## src/rtl/imem_loader_pkg.sv

```systemverilog
// Shared types and constants for the boot-time instruction-memory loader.
package imem_loader_pkg;

  typedef enum logic [2:0] {
    StIdle,
    StHdr0,
    StHdr1,
    StData,
    StWrite,
    StDone,
    StErr
  } state_e;

  localparam int unsigned MaxWords     = 256;
  localparam int unsigned HdrW         = 16;
  localparam int unsigned LanesPerWord = 4;

endpackage

```

## src/rtl/word_packer.sv

```systemverilog
// Packs successive bytes little-endian into a 32-bit word; full_o flags the completing write.
module word_packer
  import imem_loader_pkg::*;
(
  input  logic                        clk_i,
  input  logic                        rst_i,
  input  logic                        clr_i,
  input  logic                        wr_i,
  input  logic [7:0]                  byte_i,
  output logic [LanesPerWord*8-1:0]   word_o,
  output logic                        full_o
);

  logic [LanesPerWord-1:0][7:0] lane_q, lane_d;
  logic [1:0]                   idx_q, idx_d;

  always_ff @(posedge clk_i) begin
    if (rst_i) begin
      lane_q <= '0;
      idx_q  <= '0;
    end else begin
      lane_q <= lane_d;
      idx_q  <= idx_d;
    end
  end

  // Clearing only rewinds the index; lane contents are simply overwritten later.
  always_comb begin
    lane_d = lane_q;
    idx_d  = idx_q;
    if (clr_i) begin
      idx_d = '0;
    end else if (wr_i) begin
      lane_d[idx_q] = byte_i;
      idx_d         = idx_q + 2'd1;
    end
  end

  assign word_o = lane_q;
  assign full_o = wr_i && (idx_q == 2'd3);

endmodule

```

## src/rtl/imem_loader.sv

```systemverilog
// Parses a 16-bit word-count header, then packs and writes instruction words into
// instruction memory, holding the core in reset until the image is complete.
module imem_loader
  import imem_loader_pkg::*;
#(
  parameter int unsigned ADDR_W    = 10,
  parameter int unsigned MAX_WORDS = MaxWords
) (
  input  logic              clk,
  input  logic              rst,
  input  logic              start,
  input  logic              byte_valid,
  input  logic [7:0]        byte_data,
  output logic              byte_ready,
  output logic              imem_we,
  output logic [ADDR_W-1:0] imem_as,
  output logic [31:0]       imem_wd,
  output logic              cpu_hold,
  output logic              done,
  output logic              err
);

  // Word index carries one extra bit so a full-size count can be compared.
  localparam int unsigned WIdxW = ADDR_W - 1;

  state_e             state_q, state_d;
  logic [HdrW-1:0]    count_q, count_d;
  logic [WIdxW-1:0]   widx_q, widx_d;
  logic [ADDR_W-1:0]  as_q, as_d;
  logic [31:0]        wd_q, wd_d;

  logic               xfer;
  logic               restart;
  logic               pack_full;
  logic [31:0]        pack_word;
  logic [HdrW-1:0]    hdr_count;
  logic [HdrW-1:0]    widx_next;
  logic [ADDR_W-1:0]  cur_as;

  assign xfer      = byte_valid && byte_ready;
  assign restart   = start && (state_q inside {StIdle, StDone, StErr});
  assign hdr_count = {byte_data, count_q[7:0]};
  assign widx_next = HdrW'(widx_q) + HdrW'(1);
  assign cur_as    = {widx_q[WIdxW-2:0], 2'b00};

  word_packer u_packer (
    .clk_i  (clk),
    .rst_i  (rst),
    .clr_i  (restart || (state_q == StWrite)),
    .wr_i   (xfer && (state_q == StData)),
    .byte_i (byte_data),
    .word_o (pack_word),
    .full_o (pack_full)
  );

  always_ff @(posedge clk) begin
    if (rst) begin
      state_q <= StIdle;
      count_q <= '0;
      widx_q  <= '0;
      as_q    <= '0;
      wd_q    <= '0;
    end else begin
      state_q <= state_d;
      count_q <= count_d;
      widx_q  <= widx_d;
      as_q    <= as_d;
      wd_q    <= wd_d;
    end
  end

  always_comb begin
    state_d = state_q;
    count_d = count_q;
    widx_d  = widx_q;
    as_d    = as_q;
    wd_d    = wd_q;
    unique case (state_q)
      StIdle, StDone, StErr: begin
        if (start) begin
          state_d = StHdr0;
          count_d = '0;
          widx_d  = '0;
        end
      end
      StHdr0: begin
        if (xfer) begin
          count_d[7:0] = byte_data;
          state_d      = StHdr1;
        end
      end
      StHdr1: begin
        if (xfer) begin
          count_d = hdr_count;
          if ((hdr_count == '0) || (hdr_count > HdrW'(MAX_WORDS))) state_d = StErr;
          else                                                     state_d = StData;
        end
      end
      StData: begin
        if (pack_full) state_d = StWrite;
      end
      StWrite: begin
        // Latch the written word so the memory port stays stable until the next write.
        as_d    = cur_as;
        wd_d    = pack_word;
        widx_d  = widx_q + WIdxW'(1);
        state_d = (widx_next == count_q) ? StDone : StData;
      end
      default: state_d = StIdle;
    endcase
  end

  always_comb begin
    byte_ready = state_q inside {StHdr0, StHdr1, StData};
    imem_we    = (state_q == StWrite);
    imem_as    = imem_we ? cur_as : as_q;
    imem_wd    = imem_we ? pack_word : wd_q;
    cpu_hold   = (state_q != StDone);
    done       = (state_q == StDone);
    err        = (state_q == StErr);
  end

endmodule
```

## config.mk

```make
export PLATFORM = sky130hd
export DESIGN_NAME = imem_loader
export DESIGN_NICKNAME = d
export VERILOG_FILES = /design/src/rtl/imem_loader_pkg.sv /design/src/rtl/word_packer.sv /design/src/rtl/imem_loader.sv
export SDC_FILE = /design/constraint.sdc
export NUM_CORES = 1
export LEC_CHECK = 0
export BUFFER_PORTS_ARGS = -buffer_cell sky130_fd_sc_hd__clkbuf_2
export CAP_MARGIN = 20
export CORE_UTILIZATION = 30
export CTS_BUF_LIST = sky130_fd_sc_hd__clkbuf_4
export CTS_CLUSTER_DIAMETER = 100
export DETAILED_ROUTE_END_ITERATION = 10
export SYNTH_ARGS = -nofsm -noshare
export SYNTH_HDL_FRONTEND = slang
export SYNTH_SLANG_ARGS = --single-unit
```

## constraint.sdc

```tcl
create_clock -name clk -period 2.12 [get_ports clk]
set_input_delay 0 -clock clk [delete_from_list [all_inputs] [get_ports clk]]
set_output_delay 0 -clock clk [all_outputs]
set_load 0.02 [all_outputs]
```

==> results of run 1 <==
area by class of cell:
type	count	share of cell area, %
multi-input cells	378	43.8
flip-flops and latches	104	37.5
repair buffers	88	10.9
well taps	211	4.74
clock buffers	9	1.21
clock inverters	7	1.17
inverters	8	0.562
diodes	1	0.0449
cells in the mapped netlist, types with 9 or more instances:
library cell / n
nor2_1: 17
dfxtp_1: 104
clkbuf_1: 22
nand3_1: 53
nand2_1: 50
nor2b_1: 48
o221ai_1: 16
o21ai_0: 16
mux2_2: 40
a21oi_1: 54
buf_2: 9
worst min path at each step:
stage	endpoint	slack [ps]	depth (start not counted)
2_1_floorplan	u_packer.word_o[10]$_SDFFE_PP0P_	150	2
6_report	state_q[0]$_SDFFE_PP0P_	40	5
5_1_grt	state_q[0]$_SDFFE_PP0P_	130	5
3_5_place_dp	u_packer.word_o[7]$_SDFFE_PP0P_	390	3
3_3_place_gp	u_packer.word_o[13]$_SDFFE_PP0P_	380	3
4_1_cts	state_q[0]$_SDFFE_PP0P_	20	5
cell families (layout without fill, tap and decap cells):
kind of cell             after synthesis  count (layout)
AND/OR/NAND/NOR                      206             206
AO/OA/AOI/OAI                        112             112
flip-flops                           104             104
buffers and inverters                 50             112
multiplexers                          43              43
XOR/XNOR                              12              12
adder cells (fa/ha/maj)                5               5
other                                  0               1
power groups by stage:
stage	Clock, uW	Sequential (uW)	Combinational, uW
CTS	1040	2130	1140
floorplan	0	2110	915
global placement	0	2170	1110
finish	1000	2140	1170
global route	1110	2160	1280
detailed placement	0	2170	1120
worst max-delay path, delay by kind of cell, from the launching register on:
family        cells  cell delay (ps)
simple gates      1              150
buf+inv           4              640
flops             1              390
mux               1              380
stage by stage:
step	instances	hold WS [ps]	cell area [um^2]
3_3_place_gp	776	384	5290
6_report	806	39.5	5570
5_1_grt	806	128	5570
4_1_cts	802	21.2	5520
3_5_place_dp	776	394	5290
2_1_floorplan	532	147	4780
what timing repair did:
action                     CTS  global route
resized for setup            1             5
hold endpoints to repair    49             0
buffers inserted             0             2
pin swaps                    1             1
hold buffers                10             0
cloned                       0             1
setup endpoints to repair   40            40
registers in the layout, indices dropped and copies added, names as in the netlist:
name	cells
as_q	10
count_q	16
state_q	3
u_packer.idx_q	2
u_packer.word_o	32
wd_q	32
widx_q	9
per-layer routing:
layer,up-vias,GRT usage [%]
met2,108,24.2
met3,13,2.17
met5,-,0
li1,1995,-
met1,1911,19.6
met4,0,5.54
==> flow_metrics.env, run 1 <==
export IMPL_clock_latency_ps=480
export IMPL_drt_total_wl_um=12000
export IMPL_p_leak_uw=0.00207
export IMPL_mostFrequentLayoutCells="dfxtp_1 (99), clkbuf_2 (57), a21oi_1 (54)"
export IMPL_routed_top_layer="met4"
export IMPL_chipHeight_um=128
export IMPL_avgRoutedWirePerCell_um=14.9
export IMPL_outcome="complete, no violations"
export IMPL_place_ws_ps=54.7
export IMPL_maxCapViolCount=0
export IMPL_synthTopCellsByArea="dfxtp_1 (44%), mux2_2 (9.4%), nor2b_1 (6.3%)"
export IMPL_period_share_pct=95.6
export IMPL_fin_nets=606
export IMPL_async_flop_share_pct=0
export IMPL_cts_buffers_inserted=9
export IMPL_die_area_mm2=0.0164
export IMPL_cp_startpoint="state_q[2]$_SDFFE_PP0P_"
export IMPL_dr_pass1_iters=4
export IMPL_yosysWarnings=0
export IMPL_grt_pass1_vias=3762
export IMPL_hold_violations=0
export IMPL_yosysSeqAreaShare_pct=43.6
export IMPL_r2r_slack_ps=90
export IMPL_gr_total_overflow=0
export IMPL_reg2regPathDepth=6
export IMPL_critPathLaunchType="flop"
export IMPL_cp_arrival_ps=2030
export IMPL_grt_setup_unrepaired="no"
export IMPL_tightest_slew_ps=547
export IMPL_irDropWorstVdd_mv=0.271
export IMPL_io_pins=59
export IMPL_r2r_start="widx_q[6]$_SDFFE_PP0P_"
export IMPL_crit_path_end_kind="output port"
export IMPL_via_count=4027
export IMPL_min_period_ps=2030
export IMPL_netlist_cell_type_count=53
export IMPL_syn_nets=549
export IMPL_tns_ps=0
export IMPL_synth_cells=532
export IMPL_synth_compound_area_share_pct=14.6
export IMPL_drive_gt1_share_pct=25.1
export IMPL_p_per_area_mw_per_mm2=774
export IMPL_cts_root_buf="clkbuf_4"
export IMPL_dr_wl_met2_um=5770
export IMPL_syn_area_per_cell_um2=8.98
export IMPL_required_ps=2120
export IMPL_power_switching_uw=1580
export IMPL_fin_ws_ps=92.9
export IMPL_fillers=1559
export IMPL_dpl_hpwl_um=8060
export IMPL_remaining_drc_errors=0
export IMPL_ff_latch_area_mm2=0.00209
export IMPL_crit_end="imem_wd[1]"
export IMPL_synth_top_area_share_pct=43.6
export IMPL_wl_met1_um=5650
export IMPL_cts_max_level=3
export IMPL_r2r_end="state_q[1]$_SDFFE_PP0P_"
export IMPL_clkTransAtPathRegs_ps=170
export IMPL_ys_seq_elements=104
export IMPL_slowest_stage="dfxtp_1"
export IMPL_met3WireLength_um=429
export IMPL_swShare_pct=36.6
export IMPL_rows=45
export IMPL_ant_nets=0
export IMPL_grt_pass1_wl_um=19200
export IMPL_power_frac_seq_pct=49.6
export IMPL_synth_edf_count=0
export IMPL_final_common_cell="dfxtp_1"
export IMPL_clock_path_buffers=2
export IMPL_synth_xor_area_share_pct=2.49
export IMPL_antenna_found_initial=1
export IMPL_core_area_mm2=0.0154
export IMPL_start_util_pct=31.1
export IMPL_path_cells="clkinv_2 > nor3_4 > buf_4 > buf_12 > mux2_2 > clkbuf_2"
export IMPL_syn_area_mm2=0.00478
export IMPL_yosysTopAreaCell="dfxtp_1"
export IMPL_skew_ps=21.5
export IMPL_setup_violations=0
export IMPL_synthMuxAreaShare_pct=10.1
export IMPL_setup_worst_path_class="flop to output port"
export IMPL_cts_tree="yes"
export IMPL_min_from="start"
export IMPL_max_slew_margin_pct=63.4
export IMPL_fmax_ghz=0.493
export IMPL_synth_simple_area_share_pct=22.4
export IMPL_hold_path_class="primary input to flop"
export IMPL_drv_slew=0
export IMPL_worst_path_largest_cell_delay_ps=390
export IMPL_drt_iter0_markers=261
export IMPL_gp_congestion=0.811
export IMPL_synth_top_flop_cell="dfxtp_1"
export IMPL_synthAdderAreaFrac_pct=1.31
export IMPL_io_buffers=58
export IMPL_synth_top_family_by_area="simple AND/OR/NAND/NOR gates"
export IMPL_grt_total_usage_pct=14.8
export IMPL_total_power_uw=4310
export IMPL_critPathMaxFanout=21
export IMPL_die_w_um=128
export IMPL_internal_power_uw=2730
export IMPL_drt_vias_per_instance=5.00
export IMPL_grt_max_degree=75
export IMPL_multi_input_area_mm2=0.00244
export IMPL_utilization_pct=36.2
export IMPL_power_frac_comb_pct=27.2
export IMPL_clock_sinks=104
export IMPL_area_growth_pct=16.5
export IMPL_p_clk_share_pct=23.2
Power figures use the tool's default switching activity.
==> run 2: changes to the inputs <==
Settings changed: PLACE_DENSITY from default to 0.44.
==> flow_metrics.env, run 2 (same netlist as run 1, synthesis figures left out) <==
export IMPL_clock_path_buffers=2
export IMPL_via_count=3982
export IMPL_io_pins=59
export IMPL_area_growth_pct=19.0
export IMPL_p_clk_share_pct=23.5
export IMPL_clock_sinks=104
export IMPL_min_period_ps=2010
export IMPL_die_w_um=128
export IMPL_grt_max_degree=85
export IMPL_clkTransAtPathRegs_ps=150
export IMPL_mostFrequentLayoutCells="dfxtp_1 (98), clkbuf_2 (57), a21oi_1 (54)"
export IMPL_wl_met1_um=6190
export IMPL_internal_power_uw=2910
export IMPL_stdcell_area_mm2=0.00569
export IMPL_max_slew_margin_pct=59.9
export IMPL_dpl_hpwl_um=8190
export IMPL_irDropWorstVdd_mv=0.330
export IMPL_setup_violations=0
export IMPL_crit_path_end_kind="output port"
export IMPL_drive_gt1_share_pct=26.8
export IMPL_io_buffers=58
export IMPL_dr_wl_met2_um=5580
export IMPL_period_share_pct=94.6
export IMPL_drt_vias_per_instance=4.87
export IMPL_cts_tree="yes"
export IMPL_critPathMaxFanout=22
export IMPL_skew_ps=22.7
export IMPL_tightest_slew_ps=600
export IMPL_required_ps=2120
export IMPL_ant_nets=0
export IMPL_grt_pass1_wl_um=19800
export IMPL_cts_max_level=3
export IMPL_tns_ps=0
export IMPL_start_util_pct=31.1
export IMPL_routed_top_layer="met4"
export IMPL_grt_pass1_vias=3781
export IMPL_power_frac_comb_pct=28.9
export IMPL_cts_root_buf="clkbuf_4"
export IMPL_die_area_mm2=0.0164
export IMPL_r2r_slack_ps=160
export IMPL_gp_congestion=0.850
export IMPL_p_per_area_mw_per_mm2=789
export IMPL_outcome="complete, no violations"
export IMPL_dr_pass1_iters=4
export IMPL_rows=45
export IMPL_core_area_mm2=0.0154
export IMPL_fmax_ghz=0.499
export IMPL_drt_iter0_markers=322
export IMPL_critPathLaunchType="flop"
export IMPL_holdWs_ps=98.7
export IMPL_antenna_found_initial=1
export IMPL_drt_total_wl_um=12400
export IMPL_hold_violations=0
export IMPL_place_area_mm2=0.00532
export IMPL_power_frac_seq_pct=47.6
export IMPL_grt_total_usage_pct=15.6
export IMPL_p_leak_uw=0.00214
export IMPL_remaining_drc_errors=0
export IMPL_cp_arrival_ps=2010
export IMPL_maxCapViolCount=0
export IMPL_cts_buffers_inserted=9
export IMPL_swShare_pct=35.2
export IMPL_gr_total_overflow=0
export IMPL_chipHeight_um=128
export IMPL_hold_path_class="primary input to flop"
export IMPL_fin_nets=617
export IMPL_final_common_cell="dfxtp_1"
export IMPL_clock_latency_ps=480
export IMPL_power_switching_uw=1580
export IMPL_met3WireLength_um=473
export IMPL_setup_worst_path_class="flop to output port"
export IMPL_drv_slew=0
export IMPL_avgRoutedWirePerCell_um=15.2
run 2: power groups by stage:
stage	logic (uW)	registers [uW]	clock network [uW]
after floorplan	915	2110	0
after global placement	1200	2170	0
after detailed placement	1200	2170	0
after CTS	1220	2130	1120
after global routing	1430	2150	1190
final	1300	2140	1050
run 2: critical path: stages, from the launching register on:
cell	delay, ps
dfxtp_2	360
clkinv_1	100
nor3_4	230
buf_12	150
buf_12	160
mux2_2	360
clkbuf_2	160
run 2: metrics by stage:
| stage | worst slack, ps | std cells | utilization [%] | total power, uW |
|---|---|---|---|---|
| floorplan | 169 | 532 | - | 3030 |
| global placement | 177 | 782 | 34.6 | 3370 |
| detailed placement | 106 | 782 | 34.6 | 3380 |
| CTS | 15.5 | 808 | 36.2 | 4470 |
| global route | -12.6 | 817 | 37.0 | 4770 |
| finish | 114 | 817 | 37.0 | 4490 |
run 2: final timing paths:
check                                        start  cells past startpoint                               end
setup / recovery           state_q[2]$_SDFFE_PP0P_                      6                        imem_as[9]
hold / removal                               start                      5           state_q[0]$_SDFFE_PP0P_
setup reg to reg           count_q[3]$_SDFFE_PP0P_                      6           state_q[0]$_SDFFE_PP0P_
hold reg to reg   u_packer.word_o[17]$_SDFFE_PP0P_                      2  u_packer.word_o[17]$_SDFFE_PP0P_
run 2: final cells by class:
class / count / area (um^2)
Clock buffer: 9 / 67.6
Antenna cell: 1 / 2.50
Sequential cell: 104 / 2090
Tap cell: 211 / 264
Fill cell: 1592 / 9690
Clock inverter: 7 / 71.3
Inverter: 8 / 30.0
Timing Repair Buffer: 99 / 707
Multi-Input combinational cell: 378 / 2450
run 2: metal layers:
layer	vias to the layer above	track usage [%]
met5	-	0
met3	14	4.13
met1	1870	20.8
met2	80	24.0
met4	0	5.54
li1	2018	-
run 2: timing repair:
action	4_1_cts	5_1_grt
resized for setup	1	13
setup buffers	0	7
endpoints found under the setup margin	23	26
cloned	0	1
pin swaps	0	5
endpoints found under the hold margin	59	0
hold buffers	10	0
==> run 3: changes to the inputs <==
Settings changed: CORE_UTILIZATION 30 to 35, CTS_BUF_LIST sky130_fd_sc_hd__clkbuf_4 to default, PLACE_DENSITY 0.44 to 0.5.
==> flow_metrics.env, run 3 (same netlist as run 1, synthesis figures left out) <==
export IMPL_cts_tree="yes"
export IMPL_mostFrequentLayoutCells="dfxtp_1 (102), clkbuf_2 (57), a21oi_1 (54)"
export IMPL_drt_total_wl_um=11600
export IMPL_io_buffers=58
export IMPL_clock_path_buffers=2
export IMPL_slowest_stage="dfxtp_1"
export IMPL_worst_path_largest_cell_delay_ps=380
export IMPL_drt_vias_per_instance=5.15
export IMPL_fin_nets=593
export IMPL_dr_pass1_iters=4
export IMPL_grt_pass1_wl_um=19200
export IMPL_r2r_slack_ps=150
export IMPL_min_period_ps=1970
export IMPL_irDropWorstVdd_mv=0.382
export IMPL_hold_path_class="primary input to flop"
export IMPL_drive_gt1_share_pct=24.6
export IMPL_cts_buffers_inserted=9
export IMPL_crit_path_end_kind="flop"
export IMPL_required_ps=2360
export IMPL_tns_ps=0
export IMPL_avgRoutedWirePerCell_um=15.3
export IMPL_start_util_pct=35.9
export IMPL_grt_pass1_vias=3666
export IMPL_skew_ps=6.79
export IMPL_tightest_slew_ps=672
export IMPL_via_count=3897
export IMPL_total_power_uw=5030
export IMPL_remaining_drc_errors=0
export IMPL_ant_nets=0
export IMPL_dpl_hpwl_um=7750
export IMPL_die_w_um=119
export IMPL_fmax_ghz=0.507
export IMPL_clock_latency_ps=350
export IMPL_grt_total_usage_pct=17.2
export IMPL_io_pins=59
export IMPL_gr_total_overflow=0
export IMPL_path_cells="buf_4 > and4_1 > nand2_1 > xnor2_1 > nor4_1 > nand4_1 > a211o_1"
export IMPL_wl_met1_um=5870
export IMPL_setup_violations=0
export IMPL_gp_congestion=0.837
export IMPL_max_slew_margin_pct=55.0
export IMPL_worst_path_stages=7
export IMPL_clkTransAtPathRegs_ps=70
export IMPL_crit_family="simple AND/OR/NAND/NOR gates"
export IMPL_drv_slew=0
export IMPL_final_common_cell="dfxtp_1"
export IMPL_drt_iter0_markers=286
export IMPL_p_leak_uw=0.00208
export IMPL_maxCapViolCount=0
export IMPL_routed_top_layer="met4"
export IMPL_clock_sinks=104
export IMPL_met3WireLength_um=359
export IMPL_cts_max_level=3
export IMPL_rows=42
export IMPL_hold_end="u_packer.word_o[13]$_SDFFE_PP0P_"
export IMPL_crit_buf_inv=1
export IMPL_core_area_mm2=0.0133
export IMPL_die_area_mm2=0.0141
export IMPL_antenna_found_initial=0
export IMPL_setup_worst_path_class="flop to flop"
export IMPL_chipHeight_um=119
export IMPL_critPathMaxFanout=8
export IMPL_hold_violations=0
export IMPL_whs_path_depth=3
export IMPL_antenna_diode_count=0
export IMPL_outcome="complete, no violations"
export IMPL_dr_wl_met2_um=5200
export IMPL_r2r_end="state_q[1]$_SDFFE_PP0P_"
export IMPL_cp_arrival_ps=2210
export IMPL_reg2regPathDepth=7
export IMPL_critPathLaunchType="flop"
export IMPL_p_per_area_mw_per_mm2=904
export IMPL_period_share_pct=93.0
export IMPL_cts_root_buf="clkbuf_16"
export IMPL_r2r_start="widx_q[0]$_SDFFE_PP0P_"
export IMPL_min_from="byte_data[5]"
export IMPL_grt_max_degree=91
export IMPL_grt_setup_unrepaired="no"
export IMPL_area_growth_pct=16.4
==> run 3: changes by cell type in the layout (fill, tap and decap cells not counted), moves of 2 or more <==
cell / previous run / this run
buf_12: 5 / 3
buf_4: 24 / 13
clkbuf_4: 9 / 0
dlygate4sd3_1: 10 / 1
clkbuf_16: 1 / 9
inv_6: 0 / 2
dfxtp_4: 2 / 0
dfxtp_1: 98 / 102
dfxtp_2: 4 / 2
==> run 3: worst max-delay path by stage <==
stage | start | to
floorplan | state_q[2]$_SDFFE_PP0P_ | wd_q[25]$_SDFF_PP0_
global route | widx_q[0]$_SDFFE_PP0P_ | state_q[1]$_SDFFE_PP0P_
global placement | widx_q[1]$_SDFFE_PP0P_ | state_q[1]$_SDFFE_PP0P_
detailed placement | widx_q[1]$_SDFFE_PP0P_ | state_q[1]$_SDFFE_PP0P_
CTS | widx_q[1]$_SDFFE_PP0P_ | state_q[1]$_SDFFE_PP0P_
finish | widx_q[0]$_SDFFE_PP0P_ | state_q[1]$_SDFFE_PP0P_
==> run 3: repair_timing <==
item                                    4_1_cts  5_1_grt
endpoints found under the hold margin         2        0
endpoints found under the setup margin        0        1
buffers inserted                              0        0
resized for setup                             0        4
hold buffers                                  1        0
==> run 3: tightest hold or removal path, stage by stage <==
cell and delay, ps:
clkbuf_2 180, nand3_1 100, a21oi_1 60
==> run 3: area by class of cell <==
class / instances / area (um^2)
clock buffers: 10 / 239
multi-input cells: 378 / 2450
inverters: 8 / 30.0
flip-flops and latches: 104 / 2080
clock inverters: 6 / 76.3
well taps: 176 / 220
fillers: 1344 / 7730
repair buffers: 75 / 458
==> run 3: routing by layer <==
layer / vias up / GRT usage (%)
met5: - / 0
met4: 0 / 6.41
met3: 10 / 2.68
met2: 79 / 26.0
met1: 1838 / 24.5
li1: 1970 / -
==> run 3: metrics by stage <==
stage	cells	setup slack, ps	util (%)	cell area [um^2]	hold slack, ps
3_3_place_gp	740	134	39.3	5220	349
4_1_cts	757	76.7	41.7	5550	24.3
2_1_floorplan	532	169	-	4780	147
5_1_grt	757	9.73	41.8	5560	32.4
6_report	757	148	41.8	5560	37.2
3_5_place_dp	740	93.2	39.3	5220	352
==> run 3: where the power goes <==
part | switching, uW | internal, uW | total (uW) | leakage, uW
registers | 87.2 | 2020 | 2110 | 0.000839
clock network | 774 | 965 | 1740 | 0.000152
logic | 770 | 409 | 1180 | 0.00109
